--- src/rtl/ad_pkg.sv ---
// Shared types and default thresholds for the ADC capture-and-measure block.
// Enums cover the window FSM and the Schmitt trigger level state.
package ad_pkg;

   typedef enum logic {
      IDLE = 1'b0,
      RUN  = 1'b1
   } meas_state_e;

   typedef enum logic {
      LOW  = 1'b0,
      HIGH = 1'b1
   } schmitt_state_e;

   localparam int MID_DEFAULT  = 128;
   localparam int HYST_DEFAULT = 8;

endpackage

--- src/rtl/ad_meas_if.sv ---
// Sample/control/result bundle of ad_meas.
// The master side feeds samples and start; the slave side (the block) returns results.
interface ad_meas_if #(
   parameter int DW    = 8,
   parameter int CNT_W = 11
);
   logic [DW-1:0]    ad_in;
   logic             ad_vld;
   logic             start;
   logic             busy;
   logic             meas_vld;
   logic [DW-1:0]    vmax;
   logic [DW-1:0]    vmin;
   logic [DW-1:0]    vpp;
   logic [CNT_W-1:0] cross_cnt;
   logic [CNT_W-1:0] span;
   logic             ovr;

   modport master (
      output ad_in, ad_vld, start,
      input  busy, meas_vld, vmax, vmin, vpp, cross_cnt, span, ovr
   );

   modport slave (
      input  ad_in, ad_vld, start,
      output busy, meas_vld, vmax, vmin, vpp, cross_cnt, span, ovr
   );
endinterface

--- src/rtl/ad_schmitt.sv ---
// Mid-level Schmitt trigger: the first sample after prime_clr sets the level without
// counting; afterwards a LOW->HIGH transition raises rise for the consuming cycle.
module ad_schmitt
   import ad_pkg::*;
#(
   parameter int DW   = 8,
   parameter int MID  = MID_DEFAULT,
   parameter int HYST = HYST_DEFAULT
) (
   input  logic           clk,
   input  logic           rst,
   input  logic [DW-1:0]  sample,
   input  logic           valid,
   input  logic           prime_clr,
   output schmitt_state_e state,
   output logic           rise
);

   localparam logic [DW-1:0] MID_LVL  = DW'(MID);
   localparam logic [DW-1:0] RISE_LVL = DW'(MID + HYST);
   localparam logic [DW-1:0] FALL_LVL = DW'(MID - HYST);

   logic primed;

   assign rise = valid && primed && (state == LOW) && (sample >= RISE_LVL);

   // Samples strictly between the two levels leave the state untouched
   always_ff @(posedge clk) begin
      if (rst) begin
         state  <= LOW;
         primed <= 1'b0;
      end else if (prime_clr) begin
         state  <= LOW;
         primed <= 1'b0;
      end else if (valid) begin
         if (!primed) begin
            primed <= 1'b1;
            state  <= (sample >= MID_LVL) ? HIGH : LOW;
         end else if (rise) begin
            state <= HIGH;
         end else if ((state == HIGH) && (sample <= FALL_LVL)) begin
            state <= LOW;
         end
      end
   end

endmodule

--- src/rtl/ad_meas.sv ---
// ADC window measurement: max/min/peak-to-peak, rising mid-level crossings and their
// sample span, plus rail clipping, reported once per WIN_LEN consumed samples.
module ad_meas
   import ad_pkg::*;
#(
   parameter int DW      = 8,
   parameter int WIN_LEN = 1024,
   parameter int MID     = MID_DEFAULT,
   parameter int HYST    = HYST_DEFAULT,
   parameter int CNT_W   = $clog2(WIN_LEN + 1)
) (
   input  logic     clk,
   input  logic     rst,
   ad_meas_if.slave bus
);

   localparam logic [0:0]       ST_IDLE  = 1'(IDLE);
   localparam logic [0:0]       ST_RUN   = 1'(RUN);
   localparam logic [CNT_W-1:0] LAST_IDX = CNT_W'(WIN_LEN - 1);
   localparam logic [CNT_W-1:0] CNT_MAX  = {CNT_W{1'b1}};
   localparam logic [DW-1:0]    RAIL_HI  = {DW{1'b1}};

   logic [DW-1:0]    ad_q;
   logic             vld_q;
   logic [0:0]       state;
   logic [CNT_W-1:0] idx;
   logic [DW-1:0]    cur_max;
   logic [DW-1:0]    cur_min;
   logic             ovr_acc;
   logic [CNT_W-1:0] cross_acc;
   logic [CNT_W-1:0] first_idx;
   logic [CNT_W-1:0] last_idx;

   logic             meas_vld_r;
   logic [DW-1:0]    vmax_r;
   logic [DW-1:0]    vmin_r;
   logic [DW-1:0]    vpp_r;
   logic [CNT_W-1:0] cross_r;
   logic [CNT_W-1:0] span_r;
   logic             ovr_r;

   logic             accept;
   logic             consume;
   logic             first_smp;
   logic             win_end;
   logic             rise;
   schmitt_state_e   sch_state_unused;

   logic [DW-1:0]    nxt_max;
   logic [DW-1:0]    nxt_min;
   logic             nxt_ovr;
   logic [CNT_W-1:0] nxt_cross;
   logic [CNT_W-1:0] nxt_first;
   logic [CNT_W-1:0] nxt_last;
   logic [CNT_W-1:0] nxt_span;

   assign accept    = (state == ST_IDLE) && bus.start;
   assign consume   = (state == ST_RUN) && vld_q;
   assign first_smp = (idx == '0);
   assign win_end   = consume && (idx == LAST_IDX);

   ad_schmitt #(
      .DW   (DW),
      .MID  (MID),
      .HYST (HYST)
   ) u_schmitt (
      .clk       (clk),
      .rst       (rst),
      .sample    (ad_q),
      .valid     (consume),
      .prime_clr (accept),
      .state     (sch_state_unused),
      .rise      (rise)
   );

   // Next-value views include the sample being consumed, so the window-end edge
   // can load results that already contain the final sample
   assign nxt_max   = (first_smp || (ad_q > cur_max)) ? ad_q : cur_max;
   assign nxt_min   = (first_smp || (ad_q < cur_min)) ? ad_q : cur_min;
   assign nxt_ovr   = ovr_acc || (ad_q == '0) || (ad_q == RAIL_HI);
   assign nxt_cross = (rise && (cross_acc != CNT_MAX)) ? cross_acc + 1'b1 : cross_acc;
   assign nxt_first = (rise && (cross_acc == '0)) ? idx : first_idx;
   assign nxt_last  = rise ? idx : last_idx;
   assign nxt_span  = (nxt_cross >= CNT_W'(2)) ? (nxt_last - nxt_first) : '0;

   always_ff @(posedge clk) begin
      if (rst) begin
         ad_q  <= '0;
         vld_q <= 1'b0;
      end else begin
         ad_q  <= bus.ad_in;
         vld_q <= bus.ad_vld;
      end
   end

   // Window FSM, accumulators and result registers
   always_ff @(posedge clk) begin
      if (rst) begin
         state      <= ST_IDLE;
         idx        <= '0;
         cur_max    <= '0;
         cur_min    <= '0;
         ovr_acc    <= 1'b0;
         cross_acc  <= '0;
         first_idx  <= '0;
         last_idx   <= '0;
         meas_vld_r <= 1'b0;
         vmax_r     <= '0;
         vmin_r     <= '0;
         vpp_r      <= '0;
         cross_r    <= '0;
         span_r     <= '0;
         ovr_r      <= 1'b0;
      end else begin
         meas_vld_r <= 1'b0;
         if (accept) begin
            state     <= ST_RUN;
            idx       <= '0;
            cur_max   <= '0;
            cur_min   <= '0;
            ovr_acc   <= 1'b0;
            cross_acc <= '0;
            first_idx <= '0;
            last_idx  <= '0;
         end else if (consume) begin
            idx       <= idx + 1'b1;
            cur_max   <= nxt_max;
            cur_min   <= nxt_min;
            ovr_acc   <= nxt_ovr;
            cross_acc <= nxt_cross;
            first_idx <= nxt_first;
            last_idx  <= nxt_last;
            if (win_end) begin
               state      <= ST_IDLE;
               meas_vld_r <= 1'b1;
               vmax_r     <= nxt_max;
               vmin_r     <= nxt_min;
               vpp_r      <= nxt_max - nxt_min;
               cross_r    <= nxt_cross;
               span_r     <= nxt_span;
               ovr_r      <= nxt_ovr;
            end
         end
      end
   end

   assign bus.busy      = (state == ST_RUN);
   assign bus.meas_vld  = meas_vld_r;
   assign bus.vmax      = vmax_r;
   assign bus.vmin      = vmin_r;
   assign bus.vpp       = vpp_r;
   assign bus.cross_cnt = cross_r;
   assign bus.span      = span_r;
   assign bus.ovr       = ovr_r;

endmodule

--- src/flat_wrapper.sv ---
// flat-port wrapper written by rule: the top's interface ports become plain ports
module ad_meas_flat import ad_pkg::*;
#(
   parameter int DW      = 8,
   parameter int WIN_LEN = 1024,
   parameter int MID     = MID_DEFAULT,
   parameter int HYST    = HYST_DEFAULT,
   parameter int CNT_W   = $clog2(WIN_LEN + 1)
)
  (clk, rst, bus_ad_in, bus_ad_vld, bus_start, bus_busy, bus_meas_vld, bus_vmax, bus_vmin, bus_vpp, bus_cross_cnt, bus_span, bus_ovr);
  ad_meas_if #(.DW(DW), .CNT_W(CNT_W)) bus_i ();
  input  logic clk;
  input  logic rst;
  input wire logic [$bits(bus_i.ad_in)-1:0] bus_ad_in;
  input wire logic [$bits(bus_i.ad_vld)-1:0] bus_ad_vld;
  input wire logic [$bits(bus_i.start)-1:0] bus_start;
  output wire logic [$bits(bus_i.busy)-1:0] bus_busy;
  output wire logic [$bits(bus_i.meas_vld)-1:0] bus_meas_vld;
  output wire logic [$bits(bus_i.vmax)-1:0] bus_vmax;
  output wire logic [$bits(bus_i.vmin)-1:0] bus_vmin;
  output wire logic [$bits(bus_i.vpp)-1:0] bus_vpp;
  output wire logic [$bits(bus_i.cross_cnt)-1:0] bus_cross_cnt;
  output wire logic [$bits(bus_i.span)-1:0] bus_span;
  output wire logic [$bits(bus_i.ovr)-1:0] bus_ovr;
  assign bus_i.ad_in = bus_ad_in;
  assign bus_i.ad_vld = bus_ad_vld;
  assign bus_i.start = bus_start;
  assign bus_busy = bus_i.busy;
  assign bus_meas_vld = bus_i.meas_vld;
  assign bus_vmax = bus_i.vmax;
  assign bus_vmin = bus_i.vmin;
  assign bus_vpp = bus_i.vpp;
  assign bus_cross_cnt = bus_i.cross_cnt;
  assign bus_span = bus_i.span;
  assign bus_ovr = bus_i.ovr;
  ad_meas #(.DW(DW), .WIN_LEN(WIN_LEN), .MID(MID), .HYST(HYST), .CNT_W(CNT_W)) u_core (.clk(clk), .rst(rst), .bus(bus_i));
endmodule
--- config.mk ---
export PLATFORM = sky130hd
export DESIGN_NAME = ad_meas_flat
export DESIGN_NICKNAME = d
export VERILOG_FILES = /design/src/rtl/ad_pkg.sv /design/src/rtl/ad_meas_if.sv /design/src/rtl/ad_schmitt.sv /design/src/rtl/ad_meas.sv /design/src/flat_wrapper.sv
export SDC_FILE = /design/constraint.sdc
export NUM_CORES = 1
export LEC_CHECK = 0
export ABC_AREA = 1
export BUFFER_PORTS_ARGS = -buffer_cell sky130_fd_sc_hd__buf_2
export CAP_MARGIN = 20
export CORE_MARGIN = 2
export CORE_UTILIZATION = 35
export DETAILED_ROUTE_END_ITERATION = 8
export GPL_ROUTABILITY_DRIVEN = 1
export GPL_TIMING_DRIVEN = 1
export SLEW_MARGIN = 10
export SYNTH_ARGS = -nofsm -noshare
export SYNTH_HDL_FRONTEND = slang
export SYNTH_SLANG_ARGS = --single-unit
--- constraint.sdc ---
create_clock -name clk -period 4.1 [get_ports clk]
set_clock_uncertainty 0.2 [all_clocks]
set_input_delay 0.82 -clock clk [delete_from_list [all_inputs] [get_ports clk]]
set_output_delay 0.82 -clock clk [all_outputs]
set_load 0.05 [all_outputs]
Yosys cells after proc, flatten, opt, wreduce, memory -nomap -nowiden
Index checks and enable logic that the tools add are counted.
{ "word_totals": {"ff_bits": 121, "out_inout_bits": 49, "word_cells": 74} }
{ "op_classes": {"add_sub_neg": 4, "order_cmp": 6, "n_eq_ne": 4, "mux": 14, "n_bitwise": 4, "reduce_logical": 23} }
{ "op_table": {"columns": ["cell", "n"], "rows": [
  ["two-way mux 11 bit", 4],
  ["adder 11 x 1 -> 11 bit (second input constant)", 2],
  ["logical NOT 11 bit", 2],
  ["greater-or-equal comparator 8 bit (second input constant)", 2],
  ["two-way mux 8 bit", 2],
  ["== test 11 x 10 -> 1 bit (second input constant)", 1],
  ["greater-or-equal comparator 11 x 2 -> 1 bit (second input constant)", 1],
  ["inequality test 11 bit (second input constant)", 1],
  ["subtractor 11 bit", 1],
  ["logical AND 1 bit", 9],
  ["== test 8 bit (second input constant)", 1],
  ["> comparator 8 bit", 1],
  ["less-or-equal comparator 8 x 7 -> 1 bit (second input constant)", 1],
  ["logical NOT 8 bit", 1],
  ["< comparator 8 bit", 1],
  ["two-way mux 1 bit", 8],
  ["subtractor 8 bit", 1],
  ["logical OR 1 bit", 4],
  ["inverter 1 bit", 4],
  ["AND reduction 2 bit", 2],
  ["nonzero test 2 bit", 2],
  ["inequality test 3 x 1 -> 1 bit (second input constant)", 1],
  ["AND reduction 3 bit", 1],
  ["OR reduction 3 bit", 1],
  ["OR reduction 2 bit", 1]
]} }

Depth between registers and ports, before layout
{ "depth": {"ltp_word": 8, "ltp_mapped": 23, "mapped_depth_nobuf": 22} }

Hierarchy
From an unflattened synthesis, not the netlist that was laid out.
{ "unflattened": {"cells_unflattened": 888, "area_unflattened_um2": 6431.2} }
{ "by_module_without_submodules": {"columns": ["mod", "instances", "cells_each", "area_per_inst_um2"], "rows": [
  ["ad_meas", 1, 860, 6281.0],
  ["ad_schmitt", 1, 28, 150.1]
]} }

Least setup slack after synthesis
OpenSTA, ideal clock, no wires.
{ "synth_path": {"kind": "register to register", "startpoint": "reg u_core.cur_max[7]", "endpoint": "reg u_core.vpp_r[7] (netlist: u_core.bus.vpp[7])", "setup_ns": 0.109, "arrival_time_ns": 2.947, "required_time_ns": 3.791, "setup_slack_ns": 0.844, "stages_incl_launch_ff": 21, "path_buffers": 1, "cell_sequence": "dfxtp_1 > inv_1 > ha_1 > nand2_1 > nor2_1 > nand3_1 > o21ai_0 > nand2_1 > clkbuf_1 > o21ai_0 > ha_1 > nand2_1 > nor2_1 > a211o_1 > a211oi_1 > nand3b_1 > nand2_1 > nand2_1 > nand3_1 > nand2_1 > inv_1"} }
{ "synth_between": {"elab_chain_cells": 4} }
{ "synth_lines": {"columns": ["item", "line_no", "text"], "rows": [
  ["from (decl)", "ad_meas.sv:27", "logic [DW-1:0] cur_max;"],
  ["from (signal assigned)", "ad_meas.sv:127", "cur_max <= nxt_max;"],
  ["> comparator 8 bit", "ad_meas.sv:78", "assign nxt_max = (first_smp || (ad_q > cur_max)) ? ad_q : cur_max;"],
  ["logical OR 1 bit", "ad_meas.sv:78", null],
  ["two-way mux 8 bit", "ad_meas.sv:78", null],
  ["named net u_core.nxt_max[2]", "ad_meas.sv:49", "logic [DW-1:0] nxt_max;"],
  ["subtractor 8 bit", "ad_meas.sv:138", "vpp_r <= nxt_max - nxt_min;"],
  ["to (signal assigned)", "ad_meas.sv:138", null],
  ["to (decl)", "ad_meas.sv:37", "logic [DW-1:0] vpp_r;"]
]} }
The timed path passes the listed nets, and every way through them passes these cells.
A chain may end at the register's enable or synchronous reset.

Worst setup path after layout
{ "layout_path": {"startpoint": "reg u_core.ad_q[3]", "endpoint": "reg u_core.vpp_r[7] (netlist: u_core.bus.vpp[7])"} }
{ "layout_between": {"elab_chain_cells": 4, "word_cells_on_any_way": 7, "cone_classes": "1 x add/sub; 2 x order compare; 2 x mux; 2 x reduce/logical"} }
{ "layout_lines": {"columns": ["item", "line_no", "text"], "rows": [
  ["from (decl)", "ad_meas.sv:23", "logic [DW-1:0] ad_q;"],
  ["from (signal assigned)", "ad_meas.sv:91", "ad_q <= bus.ad_in;"],
  ["> comparator 8 bit", "ad_meas.sv:78", null],
  ["logical OR 1 bit", "ad_meas.sv:78", null],
  ["two-way mux 8 bit", "ad_meas.sv:78", null],
  ["named net u_core.nxt_max[2]", "ad_meas.sv:49", null],
  ["subtractor 8 bit", "ad_meas.sv:138", null]
]} }
The timed path passes the listed nets, and every way through them passes these cells.

==> reports/summary.txt <==
Iteration-0 DRC Markers -> 270
Mapped Nets -> 878
CTS tree -> done
vias -> 5235
Final min period -> 3.69 ns
Worst Min Path Start -> u_core.bus.span[9]
Post-CTS Setup Bufs -> 0
drc violations -> 0
Worst R2R Start -> u_core.ad_q[3]
area leader, netlist -> dfxtp_1
number of gates resized after CTS -> 0
Post-synth EDFFs -> 0
Chip Width -> 135 µm
Syn Inst Count -> 830
layout cells sized above 1 -> 0.139
flop and latch count out of synthesis -> 121
worst IR drop on VDD -> 271 µV
P_leak -> 3.40 nW
Distinct cells, synth -> 43
CP startpoint kind -> flip-flop
clock sink count -> 121
Worst Setup SP -> u_core.ad_q[3]
combinational share of power -> 0.071
Final Cell Area -> 7140 µm²
DR WL/cell -> 12.4 µm
clk buf depth -> 2
Worst Path Required -> 4.22 ns
yosys warns -> 0
core area -> 16600 µm²
row count -> 47
worst-path cell with the longest stage delay -> dfxtp_1
post-synth top area share -> 0.404
Final Hold Viols -> 0
hold buffer count at CTS -> 0
period utilisation layout -> 0.901
Max H-tree Level -> 4
Slew HR -> 0.479
total CTS buffers -> 17
pin count of the biggest net entering global routing -> 48
Post-synth top cells -> nand2_1 (188), dfxtp_1 (121), inv_1 (120), nor2_1 (82), o21ai_0 (59)
maxcap violations -> 0
Crit path largest cell delay -> 0.46 ns
switching portion of total power -> 0.232
# nets final -> 950
Ant. Diodes -> 0
most frequent CP cell -> nand2_1
Peak Freq -> 271 MHz
Post-Place Cells -> 1103
final non-filler cell total -> 1134
Chip Height -> 135 µm
Area Overhead vs Synth -> 19.2%
number of vias per cell -> 4.62
Placer Congestion -> 0.860
GRT Residual Overflow -> 0
post-route ant nets -> 0
most common cell in the netlist -> nand2_1
DP HPWL -> 10500 µm
final setup vio count -> 0
Synth area leaders -> dfxtp_1 (40%), nand2_1 (12%), inv_1 (7.5%)
clk slew on worst S/H paths -> 0.05 ns
Setup TNS -> 0 ns
DRT Pass-1 Iters -> 4
Pint -> 2.20 mW
average cell area after synthesis -> 7.22 µm²
CTS Root Cell -> clkbuf_16
first-pass GRT wire length -> 23900 µm
worst-skew pair later-pin latency -> 0.42 ns
DP Area -> 6570 µm²
hold crit path type -> flip-flop to flip-flop
switching power -> 0.662 mW
Total Routing Usage GR -> 0.167
sequential element share of the synthesized area -> 0.404
max-slew violations -> 0
Slew @ Worst Pin -> 0.780 ns
Setup CP Type -> flip-flop to flip-flop
Seq pwr share -> 0.420
Final Routed Wirelength -> 14100 µm
most common flop cell mapped by yosys -> dfxtp_1
asr flop ratio synth -> 0
RSZ-0062 raised after global routing -> no
antenna violations before repair -> 0
CP Cell Sequence -> ha_1 -> a21oi_1 -> o21ai_0 -> nand2_1 -> nand3_1 -> o21ai_0 -> nand2_1 -> o21ai_1 -> ha_1 -> nand2_1 -> nor2_1 -> a211o_1 -> a211oi_1 -> nand3b_1 -> nand2_1 -> nand2_1 -> nand3_1 -> nand2_1 -> inv_1
outcome -> finished clean
crit path DAT -> 3.81 ns
vias in the first global route -> 5008
Die ar. -> 18200 µm²
power per cell area -> 400 nW/µm²
IO Count -> 61
CP max FO -> 15
mapped cell area -> 5990 µm²
Clock Power Share -> 0.509
initial core utilization -> 0.360
critical path capture point type -> flip-flop
# port buffers -> 60
==> flip-flops by register name, indices dropped and copies added (netlist names), 8 cells and up <==
register	flops
u_core.cross_acc	11
u_core.bus.vpp	8
u_core.bus.vmin	8
u_core.cur_min	8
u_core.idx	11
u_core.cur_max	8
u_core.bus.span	11
u_core.last_idx	11
u_core.bus.vmax	8
u_core.first_idx	11
u_core.bus.cross_cnt	11
u_core.ad_q	8
==> path summary, 6_finish.rpt <==
kind                              to  slack, ns  cells after the start
setup / recovery   u_core.bus.vpp[7]       0.41                     19
hold / removal    u_core.bus.span[9]       0.25                      2
setup reg to reg   u_core.bus.vpp[7]       0.41                     19
hold reg to reg   u_core.bus.span[9]       0.25                      2
==> per-stage QoR <==
step                      worst slack (ns)  total power, mW  utilization  hold slack, ns
after floorplan                      0.844             1.37            -           0.268
after global placement               0.431             1.43        0.395           0.234
after detailed placement             0.321             1.43        0.395           0.235
after CTS                            0.262             2.89        0.429           0.249
after global routing               0.00417             2.97        0.429           0.262
final                                0.407             2.86        0.429           0.246
==> cells in the final DEF, fill, tap and decap left out, types with 6 or more instances in the layout <==
master	instances
a21oi_1	38
a22o_1	6
buf_2	60
buf_4	17
clkbuf_16	17
clkinv_2	6
dfxtp_1	121
ha_1	34
inv_1	120
nand2_1	188
nand3_1	39
nand4_1	6
nor2_1	82
nor3_1	10
o211ai_1	8
o21ai_0	57
o21ai_1	37
xor2_1	10
==> worst max-delay path: cells and delay by family (launching register included) <==
| family | cells | cell delay (ns) |
|---|---|---|
| compound gates | 6 | 1.24 |
| fa+ha+maj | 2 | 0.64 |
| buf+inv | 1 | 0.03 |
| flops | 1 | 0.46 |
| simple gates | 10 | 1.02 |
==> cell families (layout without fill, tap and decap cells) <==
| family | Yosys count | count (layout) | synth area share |
|---|---|---|---|
| AND/OR/NAND/NOR | 347 | 347 | 0.247 |
| flip-flops | 121 | 121 | 0.404 |
| buffers and inverters | 149 | 233 | 0.0996 |
| adder cells (fa/ha/maj) | 36 | 36 | 0.0777 |
| XOR/XNOR | 14 | 14 | 0.0205 |
| AO/OA/AOI/OAI | 163 | 163 | 0.150 |
==> routing by layer <==
| metal | vias to the layer above | global-route usage | wire, µm |
|---|---|---|---|
| met2 | 95 | 0.252 | 5970 |
| met3 | 18 | 0.0368 | 637 |
| li1 | 2806 | - | - |
| met5 | - | 0 | 0 |
| met4 | 0 | 0.0673 | 265 |
| met1 | 2316 | 0.230 | 7230 |
==> power groups by stage <==
stage               clock network [mW]  registers, mW  logic (mW)
finish                            1.45           1.20       0.204
global route                      1.54           1.20       0.235
CTS                               1.48           1.20       0.207
detailed placement                   0           1.22       0.204
global placement                     0           1.22       0.203
floorplan                            0           1.22       0.146
==> final cells by class <==
class / count / area, µm²
multi-input combinational: 560 / 2970
tap: 220 / 275
clock buffer: 23 / 478
inverter: 125 / 472
sequential: 121 / 2420
fill: 1722 / 9500
clock inverter: 8 / 95.1
timing repair buffer: 77 / 428
Note: power is estimated with default switching activity, not from simulation.
